==> src/rtl/snake_pkg.sv <==
// Shared direction type and helpers for the multi-player snake direction queue.
package snake_pkg;

  typedef enum logic [1:0] {
    DIR_UP    = 2'b00,
    DIR_LEFT  = 2'b01,
    DIR_RIGHT = 2'b10,
    DIR_DOWN  = 2'b11
  } dir_t;

  function automatic logic is_opposite(dir_t a, dir_t b);
    return (a ^ b) == 2'b11;
  endfunction

  // Button vector bit order is {down, right, left, up}, matching the direction code.
  function automatic dir_t btn_to_dir(logic [3:0] onehot);
    dir_t d;
    d = DIR_UP;
    case (1'b1)
      onehot[1]: d = DIR_LEFT;
      onehot[2]: d = DIR_RIGHT;
      onehot[3]: d = DIR_DOWN;
      default:   d = DIR_UP;
    endcase
    return d;
  endfunction

endpackage

==> src/rtl/snake_dir_chan.sv <==
// One player channel: button edge detect, turn legality check, pending-turn FIFO
// and the committed direction register.
module snake_dir_chan
  import snake_pkg::*;
#(
  parameter int unsigned QUEUE_DEPTH = 4,
  parameter logic [1:0]  INIT_DIR    = 2'b00,
  localparam int unsigned CW         = $clog2(QUEUE_DEPTH + 1)
) (
  input  logic          clk,
  input  logic          reset,
  input  logic [3:0]    btn,
  input  logic          tick,
  output logic [1:0]    s_dir,
  output logic [CW-1:0] q_count,
  output logic          overflow
);

  localparam int unsigned   PW       = (QUEUE_DEPTH > 1) ? $clog2(QUEUE_DEPTH) : 1;
  localparam logic [PW-1:0] LAST_PTR = PW'(QUEUE_DEPTH - 1);
  localparam logic [CW-1:0] FULL     = CW'(QUEUE_DEPTH);

  logic [3:0]    prev;
  logic [3:0]    pressed;
  dir_t          fifo [QUEUE_DEPTH];
  logic [PW-1:0] head;
  logic [PW-1:0] tail;
  logic [PW-1:0] tail_last;
  dir_t          cur;
  dir_t          req;
  dir_t          ref_dir;
  logic          single;
  logic          legal;
  logic          pop;
  logic          push;
  logic          drop;

  function automatic logic [PW-1:0] ptr_inc(logic [PW-1:0] p);
    return (p == LAST_PTR) ? '0 : p + 1'b1;
  endfunction

  function automatic logic [PW-1:0] ptr_dec(logic [PW-1:0] p);
    return (p == '0) ? LAST_PTR : p - 1'b1;
  endfunction

  always_comb begin
    pressed   = btn & ~prev;
    single    = (pressed != '0) && ((pressed & (pressed - 4'd1)) == '0);
    req       = btn_to_dir(pressed);
    tail_last = ptr_dec(tail);
    // Compare against the newest queued turn, so chained turns are checked in order.
    ref_dir   = (q_count != '0) ? fifo[tail_last] : cur;
    legal     = single && (req != ref_dir) && !is_opposite(req, ref_dir);
    pop       = tick && (q_count != '0);
    push      = legal && ((q_count != FULL) || pop);
    drop      = legal && (q_count == FULL) && !pop;
  end

  always_ff @(posedge clk) begin
    if (reset) begin
      prev     <= '0;
      head     <= '0;
      tail     <= '0;
      q_count  <= '0;
      cur      <= dir_t'(INIT_DIR);
      overflow <= 1'b0;
      for (int unsigned i = 0; i < QUEUE_DEPTH; i++) begin
        fifo[i] <= DIR_UP;
      end
    end else begin
      prev     <= btn;
      overflow <= drop;
      if (push) begin
        fifo[tail] <= req;
        tail       <= ptr_inc(tail);
      end
      if (pop) begin
        cur  <= fifo[head];
        head <= ptr_inc(head);
      end
      if (push && !pop) begin
        q_count <= q_count + 1'b1;
      end else if (pop && !push) begin
        q_count <= q_count - 1'b1;
      end
    end
  end

  assign s_dir = cur;

endmodule

==> src/rtl/snake_dir_queue.sv <==
// Multi-player buffered snake direction queue: one independent channel per player.
module snake_dir_queue
  import snake_pkg::*;
#(
  parameter int unsigned NUM_PLAYERS = 2,
  parameter int unsigned QUEUE_DEPTH = 4,
  parameter logic [1:0]  INIT_DIR    = 2'b00,
  localparam int unsigned CW         = $clog2(QUEUE_DEPTH + 1)
) (
  input  logic                      clk,
  input  logic                      reset,
  input  logic [NUM_PLAYERS-1:0]    btn_l,
  input  logic [NUM_PLAYERS-1:0]    btn_r,
  input  logic [NUM_PLAYERS-1:0]    btn_u,
  input  logic [NUM_PLAYERS-1:0]    btn_d,
  input  logic                      tick,
  output logic [2*NUM_PLAYERS-1:0]  s_dir,
  output logic [NUM_PLAYERS*CW-1:0] q_count,
  output logic [NUM_PLAYERS-1:0]    overflow
);

  for (genvar g = 0; g < NUM_PLAYERS; g++) begin : g_chan
    snake_dir_chan #(
      .QUEUE_DEPTH (QUEUE_DEPTH),
      .INIT_DIR    (INIT_DIR)
    ) u_chan (
      .clk      (clk),
      .reset    (reset),
      .btn      ({btn_d[g], btn_r[g], btn_l[g], btn_u[g]}),
      .tick     (tick),
      .s_dir    (s_dir[2*g +: 2]),
      .q_count  (q_count[CW*g +: CW]),
      .overflow (overflow[g])
    );
  end

endmodule
==> config.mk <==
export PLATFORM = sky130hd
export DESIGN_NAME = snake_dir_queue
export DESIGN_NICKNAME = d
export VERILOG_FILES = /design/src/rtl/snake_pkg.sv /design/src/rtl/snake_dir_chan.sv /design/src/rtl/snake_dir_queue.sv
export SDC_FILE = /design/constraint.sdc
export NUM_CORES = 1
export LEC_CHECK = 0
export ABC_AREA = 1
export CAP_MARGIN = 25
export CELL_PAD_IN_SITES_DETAIL_PLACEMENT = 0
export CELL_PAD_IN_SITES_GLOBAL_PLACEMENT = 1
export CORE_MARGIN = 1.5
export CORE_UTILIZATION = 43
export CTS_CLUSTER_SIZE = 24
export DETAILED_ROUTE_END_ITERATION = 10
export PLACE_DENSITY_LB_ADDON = 0.1
export SYNTH_ARGS = -nofsm -noshare
export SYNTH_HDL_FRONTEND = slang
export SYNTH_HIERARCHICAL = 1
export SYNTH_SLANG_ARGS = --single-unit
export TNS_END_PERCENT = 30
==> constraint.sdc <==
create_clock -name clk -period 4.1 [get_ports clk]
set_input_delay 0.82 -clock clk [delete_from_list [all_inputs] [get_ports clk]]
set_output_delay 0.82 -clock clk [all_outputs]
set_load 0.02 [all_outputs]
==> metrics, run 1 <==
Cell Chain, Critical Path clkdlybuf4s50_1 -> inv_2 -> nor2_4 -> inv_2 -> o21ai_0 -> nand2_1 -> a22oi_2 -> nand2_2 -> nor3_4 -> ha_1 -> inv_1 -> fa_1 -> a21oi_1 -> o21ai_0 -> o21ai_0 -> a21oi_1; root buffer cell clkbuf_8; cell at the slowest stage of the critical path clkdlybuf4s50_1; Sink Count 44; Final nets 388; Via Count 2208; WHS Path Cells 2; crit path kind input pin to flop; via/cell ratio 4.98; Inserted Clock Buffers 5; die width 82.4 µm; Final Slew Violations 0; synth unique cells 37; sequential area share after synthesis 38.4%; Final period util 80.4%; Max clock buf depth 2; initial antenna violation count 0; Comb pwr share 51.4%; FP Rows 28; register clock-pin slew on the reported worst setup and hold paths 0.09 ns; CP max FO 7; n_diodes 0; CTS tree built; Power, Total 1.99 mW; CP most frequent cell o21ai_0; CTS resizes 0; Setup Skew 0.00543 ns; Yosys Warn Count 6; Starting Density 45.2%; first-pass GRT wire length 9520 µm; #FFs+latches synth 44; Die Ht 82.4 µm; most frequent cells in the layout 46 x nand2_1, 46 x nor2_1, 38 x nand3_1; PwrDens 641 mW/mm²; DR iter-0 viols 132; Post-DRT Antenna Nets 0; total grt overflow 0; PortBufs 22; Die ar. 0.00679 mm²; DR pass1 iterations 4; worst slew pin tran 0.535 ns; Clk pwr share 15.6%; Avg WL per Cell 12.6 µm; Fin Setup TNS 0 ns; Lkg Pwr 1.33 nW; DP HPWL 4390 µm; Area Overhead vs Synth 14.4%; Mapped Area 0.00271 mm²; WL final 5560 µm; Worst-Skew Late Latency 0.29 ns; Pint 1.09 mW; core area 0.00599 mm²; # DRC 0; Mapped Cells 343; crit end category flop; worst stage delay on the critical path 0.47 ns; Synth Net Count 364; Net Sw Frac 45.3%; synthesized area per cell 7.90 µm²; filler instances 593; htree depth 2; largest net degree at the start of global routing 17; All-Layer GR Usage 18.5%; Net Switching 0.900 mW; I/O pins 23; Arr. time, crit path 3.48 ns; RSZ-0062 raised after global routing no; Register-to-Register Path Depth 18; ratio of cells with drive above 1 in the final layout 19.0%; sequential share of power 33.1%; Post-CTS Hold Fix Bufs 0; GP Congestion 0.729; Tmin final 3.30 ns; Worst slew margin 64.3%; Data required, critical path 4.28 ns; post-CTS setup buffers 0; status finished, final reports clean; VDD IR-drop max 0.278 mV; HP Class flop to flop; Max Freq 0.303 GHz; final setup violation count 0; CP Launch Type input pin; total of max-cap violations 0; vias in the first global route 2117; Final Hold Fails 0
metrics by stage:
stage	setup WS, ns	util, %	std cells	hold slack [ns]	instance area, µm²
floorplan	1.18	-	343	0.486	2710
global placement	0.560	50.0	435	0.509	2990
detailed placement	0.499	50.0	435	0.516	2990
CTS	0.815	51.8	443	0.533	3100
global route	0.495	51.8	443	0.571	3100
finish	0.802	51.8	443	0.522	3100
Yosys cell counts, drive strengths merged:
cell	number	area (µm²)
o211ai	1	7.51
nor4	1	6.26
a21oi	15	97.6
nor3	2	21.3
or2	4	25.0
nand3	46	278
clkbuf	4	15.0
nand2	62	278
fa	2	40.0
o21ai	27	135
xor2	2	17.5
dfxtp	28	561
nand3b	1	7.51
clkinv	1	3.75
nand4	8	87.6
a31oi	4	25.0
ha	8	100
buf	3	30.0
inv	50	190
a22oi	2	25.0
nor2	56	279
edfxtp	16	480
kinds of logic after synthesis:
logic type	after synthesis	share of synthesized area, %
DFF	44	38.4
adders and majority gates	10	5.17
xor gates and xnor gates	2	0.646
buffers and inverters	58	8.82
AOI/OAI and AO/OA	49	10.7
and+or+nand+nor	180	36.2
cell type report:
cell class                 count  area [µm²]  area share, %
multi-input combinational    241        1430           46.1
sequential                    44        1040           33.6
timing repair buffer          24         235           7.59
inverter                      51         194           6.26
clock buffer                   6        93.8           3.03
tap                           75        93.8           3.03
clock inverter                 2        12.5          0.404
power groups by stage:
stage | logic [mW] | clock network [mW] | registers (mW)
CTS | 1.03 | 0.326 | 0.659
global placement | 1.02 | 0 | 0.667
global route | 1.17 | 0.345 | 0.673
finish | 1.02 | 0.310 | 0.656
detailed placement | 1.03 | 0 | 0.668
floorplan | 0.777 | 0 | 0.669
path summary, 6_finish.rpt:
check,startpoint,slack (ns),end
hold / removal,g_chan[0].u_chan/q_count[1],0.52,g_chan[0].u_chan/q_count[1]
setup reg to reg,g_chan[0].u_chan/tail[0],0.93,g_chan[0].u_chan/q_count[2]
setup / recovery,btn_l[1],0.80,g_chan[1].u_chan/q_count[2]
hold reg to reg,g_chan[0].u_chan/q_count[1],0.52,g_chan[0].u_chan/q_count[1]
worst max-delay path, delay by kind of cell:
family,cells,cell delay (ns)
AOI/OAI and AO/OA,6,0.81
buffers and inverters,4,0.64
and+or+nand+nor,4,0.64
adders and majority gates,2,0.58
layer usage:
metal / track usage, % / share of wire [%] / up-vias
met5: 0 / 0 / -
met4: 4.07 / 0.49 / 0
met3: 3.63 / 1.8 / 2
met2: 33.3 / 52 / 14
met1: 22.5 / 46 / 1019
li1: - / - / 1173
registers in the layout, indices dropped and copies added, names as in the netlist:
name                    cells
g_chan.u_chan/overflow      2
g_chan.u_chan/tail          4
g_chan.u_chan/prev          8
g_chan.u_chan/s_dir         4
g_chan.u_chan/fifo         16
g_chan.u_chan/head          4
g_chan.u_chan/q_count       6
Note: power is estimated with default switching activity, not from simulation.
==> run 2: changes to the inputs <==
- clock period: 4.1 -> 3.05 ns (I/O delays scaled with it)
==> run 2 against run 1 <==
Compared with the run above: design area is 3.8% higher; power up 40%; combinational power up 44%; cell count increased by 3.4%; critical path depth up 2; largest cell class unchanged; clock power is 43% higher; clock-buffer cell count stayed put; critical endpoint is now g_chan[0].u_chan/q_count[2].
==> metrics, run 2 (same netlist as run 1, synthesis figures left out) <==
status finished, final reports clean; sequential share of power 31.1%; Setup Skew 0.0101 ns; HP Class flop to flop; Final nets 403; largest net degree at the start of global routing 17; Starting Density 45.2%; post-route cell area 0.00322 mm²; post-route setup slack 0.223 ns; DR pass1 iterations 5; Final period util 92.7%; Worst-Skew Late Latency 0.30 ns; worst slew pin tran 0.562 ns; Avg WL per Cell 12.1 µm; Max Freq 0.354 GHz; htree depth 2; WL final 5530 µm; FP Rows 28; Net Switching 1.22 mW; register clock-pin slew on the reported worst setup and hold paths 0.08 ns; most frequent cells in the layout 46 x nand2_1, 46 x nor2_1, 38 x nand3_1; Inserted Clock Buffers 5; GP Congestion 0.753; root buffer cell clkbuf_8; Worst slew margin 62.5%; final setup violation count 0; crit path kind input pin to flop; core area 0.00599 mm²; Final Hold Fails 0; Post-DRT Antenna Nets 0; CTS tree built; VDD IR-drop max 0.405 mV; filler instances 586; DR iter-0 viols 99; Lkg Pwr 1.41 nW; total of max-cap violations 0; via/cell ratio 4.96; vias in the first global route 2098; Tmin final 2.83 ns; Data required, critical path 3.23 ns; setup slack at placement -0.108 ns; Final Slew Violations 0; CP max FO 4; CP Launch Type input pin; largest registers g_chan.u_chan/fifo: 16 flops, g_chan.u_chan/prev: 8 flops, g_chan.u_chan/q_count: 6 flops; Top reg by flops g_chan.u_chan/fifo; PwrDens 861 mW/mm²; All-Layer GR Usage 18.4%; Comb pwr share 52.9%; total grt overflow 0; # DRC 0; die width 82.4 µm; Clk pwr share 16.0%; n_diodes 0; first-pass GRT wire length 9370 µm; Die Ht 82.4 µm; ratio of cells with drive above 1 in the final layout 23.0%; Largest register FFs 16; post-route insts no fill 458; crit end category flop; Net Sw Frac 44.0%; initial antenna violation count 0; Arr. time, crit path 3.01 ns; worst hold slack 0.520 ns; Fin Setup TNS 0 ns; Pint 1.55 mW; PortBufs 22; Die ar. 0.00679 mm²; Sink Count 44; dpl cells 450; Max clock buf depth 2; RSZ-0062 raised after global routing no; Post-CTS Hold Fix Bufs 0; Area Overhead vs Synth 18.8%; Placement Cell Area 0.00311 mm²; I/O pins 23; DP HPWL 4360 µm; Via Count 2271
==> run 2: cell count changes in the layout (fill, tap and decap cells not counted), moves of 2 or more <==
cell / delta
buf_4: +15
dfxtp_1: -2
dfxtp_2: +2
o21ai_0: -2
o21ai_1: +2
==> run 2: power groups by stage <==
stage                     Sequential (mW)  Clock (mW)  Combinational (mW)
after floorplan                     0.900           0                1.04
after global placement              0.874           0                1.45
final                               0.863       0.443                1.47
after global routing                0.885       0.482                1.65
after CTS                           0.863       0.458                1.47
after detailed placement            0.875           0                1.46
==> run 2: final cells by class <==
class / count / area (µm²) / share of cell area [%]
Clock buffer: 6 / 72.6 / 2.25
Clock inverter: 2 / 35.0 / 1.09
Inverter: 51 / 194 / 6.02
Multi-Input combinational cell: 241 / 1430 / 44.5
Sequential cell: 44 / 1040 / 32.4
Tap cell: 75 / 93.8 / 2.91
Timing Repair Buffer: 39 / 348 / 10.8
==> run 2: per-stage QoR <==
stage               util [%]  total power [mW]
global placement        51.9              2.32
floorplan                  -              1.94
finish                  53.7              2.77
detailed placement      51.9              2.33
global route            53.7              3.02
CTS                     53.7              2.79
==> run 2: worst max-delay path, cell delays in order <==
cell and delay, ns:
clkdlybuf4s50_1 0.47, inv_2 0.05, nor2_4 0.09, inv_2 0.06, a21oi_4 0.19, inv_2 0.05, nand3_1 0.08, nand2_1 0.07
nand2_2 0.09, nand3_4 0.11, nor2_8 0.10, ha_1 0.14, inv_1 0.06, fa_1 0.37, a21oi_1 0.14, o21ai_0 0.11
o21ai_0 0.16, a21oi_1 0.05
==> run 2: path summary, 6_finish.rpt <==
path,start,to,slack [ns],depth (start not counted)
setup / recovery,btn_r[0],g_chan[0].u_chan/q_count[2],0.22,18
hold reg to reg,g_chan[1].u_chan/tail[1],g_chan[1].u_chan/tail[1],0.52,2
hold / removal,g_chan[1].u_chan/tail[1],g_chan[1].u_chan/tail[1],0.52,2
setup reg to reg,g_chan[0].u_chan/tail[1],g_chan[0].u_chan/q_count[2],0.31,18
==> run 2: layer usage <==
| layer | global-route usage, % | up-vias | wire (µm) |
|---|---|---|---|
| met5 | 0 | - | 0 |
| met4 | 5.42 | 0 | 93 |
| met3 | 3.74 | 7 | 114 |
| met2 | 33.8 | 22 | 2840 |
| met1 | 21.2 | 1037 | 2490 |
| li1 | - | 1205 | - |
==> run 2: timing repair <==
item / 4_1_cts / 5_1_grt
setup buffers: 0 / 0
gates resized for setup: 0 / 6
setup endpoints to repair: 0 / 2
==> run 3: changes to the inputs <==
- ABC_AREA: 1 -> 0
- CORE_UTILIZATION: 43 -> 45
- SLEW_MARGIN: not set -> 10
==> run 3 against run 2 <==
Compared with the run above: via count is 20% lower; core utilization is 6.1 points higher; critical path depth is 4 lower; worst hold slack worse by 0.043 ns.
==> metrics, run 3 <==
first-pass GRT wire length 8050 µm; Avg WL per Cell 13.4 µm; largest net degree at the start of global routing 45; FP Rows 26; Yosys Warn Count 6; PwrDens 801 mW/mm²; Starting Density 46.8%; CP Launch Type flop; GP Congestion 0.760; Worst slew margin 50.4%; final setup violation count 0; #FFs+latches synth 44; Post-DRT Antenna Nets 0; synthesized area per cell 10.4 µm²; # DRC 0; DP HPWL 3400 µm; largest registers g_chan.u_chan/fifo: 16 flops, g_chan.u_chan/prev: 8 flops, g_chan.u_chan/q_count: 6 flops; Lkg Pwr 1.16 nW; number of flops mapped to enable cells by yosys 16; Mapped Cells 232; Yosys top cell area share 23.3%; Max clock buf depth 2; vias in the first global route 1689; Commonest cells post-synth 28 x dfxtp_1, 22 x nand2_1, 16 x edfxtp_1, 16 x nor2_1, 14 x nor2b_1; I/O pins 23; synth unique cells 33; via/cell ratio 5.27; worst hold slack 0.477 ns; Top reg by flops g_chan.u_chan/fifo; Die Ht 76.1 µm; Worst-Skew Late Latency 0.30 ns; sequential area share after synthesis 43.3%; register clock-pin slew on the reported worst setup and hold paths 0.09 ns; Max Freq 0.330 GHz; Data required, critical path 3.28 ns; Power, Total 2.46 mW; Final period util 99.3%; WL final 4620 µm; Via Count 1812; fraction of registers with async set/reset 0%; Inserted Clock Buffers 5; crit path kind flop to flop; largest area contributor in the netlist dfxtp_1; setup slack at placement -0.137 ns; CTS tree built; DR pass1 iterations 4; ratio of cells with drive above 1 in the final layout 26.6%; Tmin final 3.03 ns; Final Slew Violations 0; DR iter-0 viols 95; htree depth 2; Die ar. 0.00579 mm²; Register-to-Register Path Depth 14; Final Hold Fails 0; Arr. time, crit path 3.25 ns; PortBufs 22; crit end category flop; Mapped Area 0.00240 mm²; Area Overhead vs Synth 27.9%; Largest register FFs 16; met2 usage in global routing 25.0%; status finished, final reports clean; WHS Path Cells 2; Post-CTS Hold Fix Bufs 0; root buffer cell clkbuf_8; Final nets 294; Setup Skew 0.00504 ns; VDD IR-drop max 0.345 mV; most common cell after layout, fill and taps aside dfxtp_1; total of max-cap violations 0; HP Class flop to flop; most numerous cell in the Yosys netlist dfxtp_1; All-Layer GR Usage 17.4%; n_diodes 0; die width 76.1 µm; total grt overflow 0; worst slew pin tran 0.744 ns; core area 0.00514 mm²; busiest grt layer met1; Sink Count 44; initial antenna violation count 0; CP max FO 4; met3 Use GR 4.31%; post-route setup slack 0.0229 ns; Top FF cell, synth dfxtp_1; RSZ-0062 raised after global routing yes; ranking of synthesized cells by area dfxtp_1 23%, edfxtp_1 20%, mux4_2 5.6%; Synth Net Count 253; met1 Track Usage GR 26.0%; most frequent cells in the layout 24 x dfxtp_1, 22 x nand2_1, 22 x buf_4
## run 3: timing repair
item | CTS | global route
gates resized for setup | 2 | 2
endpoints found under the hold margin | 0 | 0
setup buffers | 1 | 0
endpoints found under the setup margin | 1 | 2
## run 3: cell families (layout without fill, tap and decap cells)
| group | Yosys count | after routing | share of synthesized area [%] |
|---|---|---|---|
| AO/OA/AOI/OAI | 34 | 34 | 8.95 |
| XOR/XNOR | 4 | 4 | 1.46 |
| AND/OR/NAND/NOR | 106 | 106 | 25.8 |
| flip-flops | 44 | 44 | 43.3 |
| multiplexers | 16 | 16 | 11.2 |
| buffers and inverters | 18 | 60 | 3.43 |
| adder cells (fa/ha/maj) | 10 | 10 | 5.83 |
## run 3: final timing paths
kind	from	to	slack, ns
setup / recovery	g_chan[0].u_chan/tail[0]	g_chan[0].u_chan/q_count[2]	0.02
hold / removal	g_chan[1].u_chan/s_dir[0]	g_chan[1].u_chan/s_dir[0]	0.48
hold reg to reg	g_chan[1].u_chan/s_dir[0]	g_chan[1].u_chan/s_dir[0]	0.48
setup reg to reg	g_chan[0].u_chan/tail[0]	g_chan[0].u_chan/q_count[2]	0.02
## run 3: area by class of cell
cell class,count,area (µm²)
well taps,70,87.6
fillers,476,2060
repair buffers,44,380
flip-flops and latches,44,1050
inverters,8,30.0
clock buffers,5,68.8
clock inverters,3,90.1
multi-input cells,170,1370
## run 3: metrics by stage
step	setup TNS, ns	std cells	utilization, %	area (µm²)
CTS	0	344	59.9	3080
global placement	-0.148	335	56.5	2900
finish	0	344	59.9	3080
floorplan	-0.0216	232	-	2490
global route	-0.195	344	59.9	3080
detailed placement	-0.248	335	56.5	2900
## run 3: layer usage
metal	vias up	wire length [µm]
met3	4	200
met5	-	0
met2	35	1930
li1	937	-
met1	836	2460
met4	0	36
## run 3: critical path: stages (launching register included)
cell and delay, ns:
dfxtp_2 0.34, inv_2 0.06, ha_4 0.16, nor2b_4 0.14, mux4_2 0.56, a211o_1 0.31
nand3_2 0.10, nand4_4 0.08, inv_2 0.07, ha_4 0.13, inv_2 0.04, fa_2 0.35
xor2_1 0.17, or3_1 0.32, a21oi_2 0.13
## run 3: where the power goes
part	switching, mW	internal (mW)
Clock	0.206	0.410
Sequential	0.0942	0.715
Combinational	0.520	0.518
Total	0.821	1.64
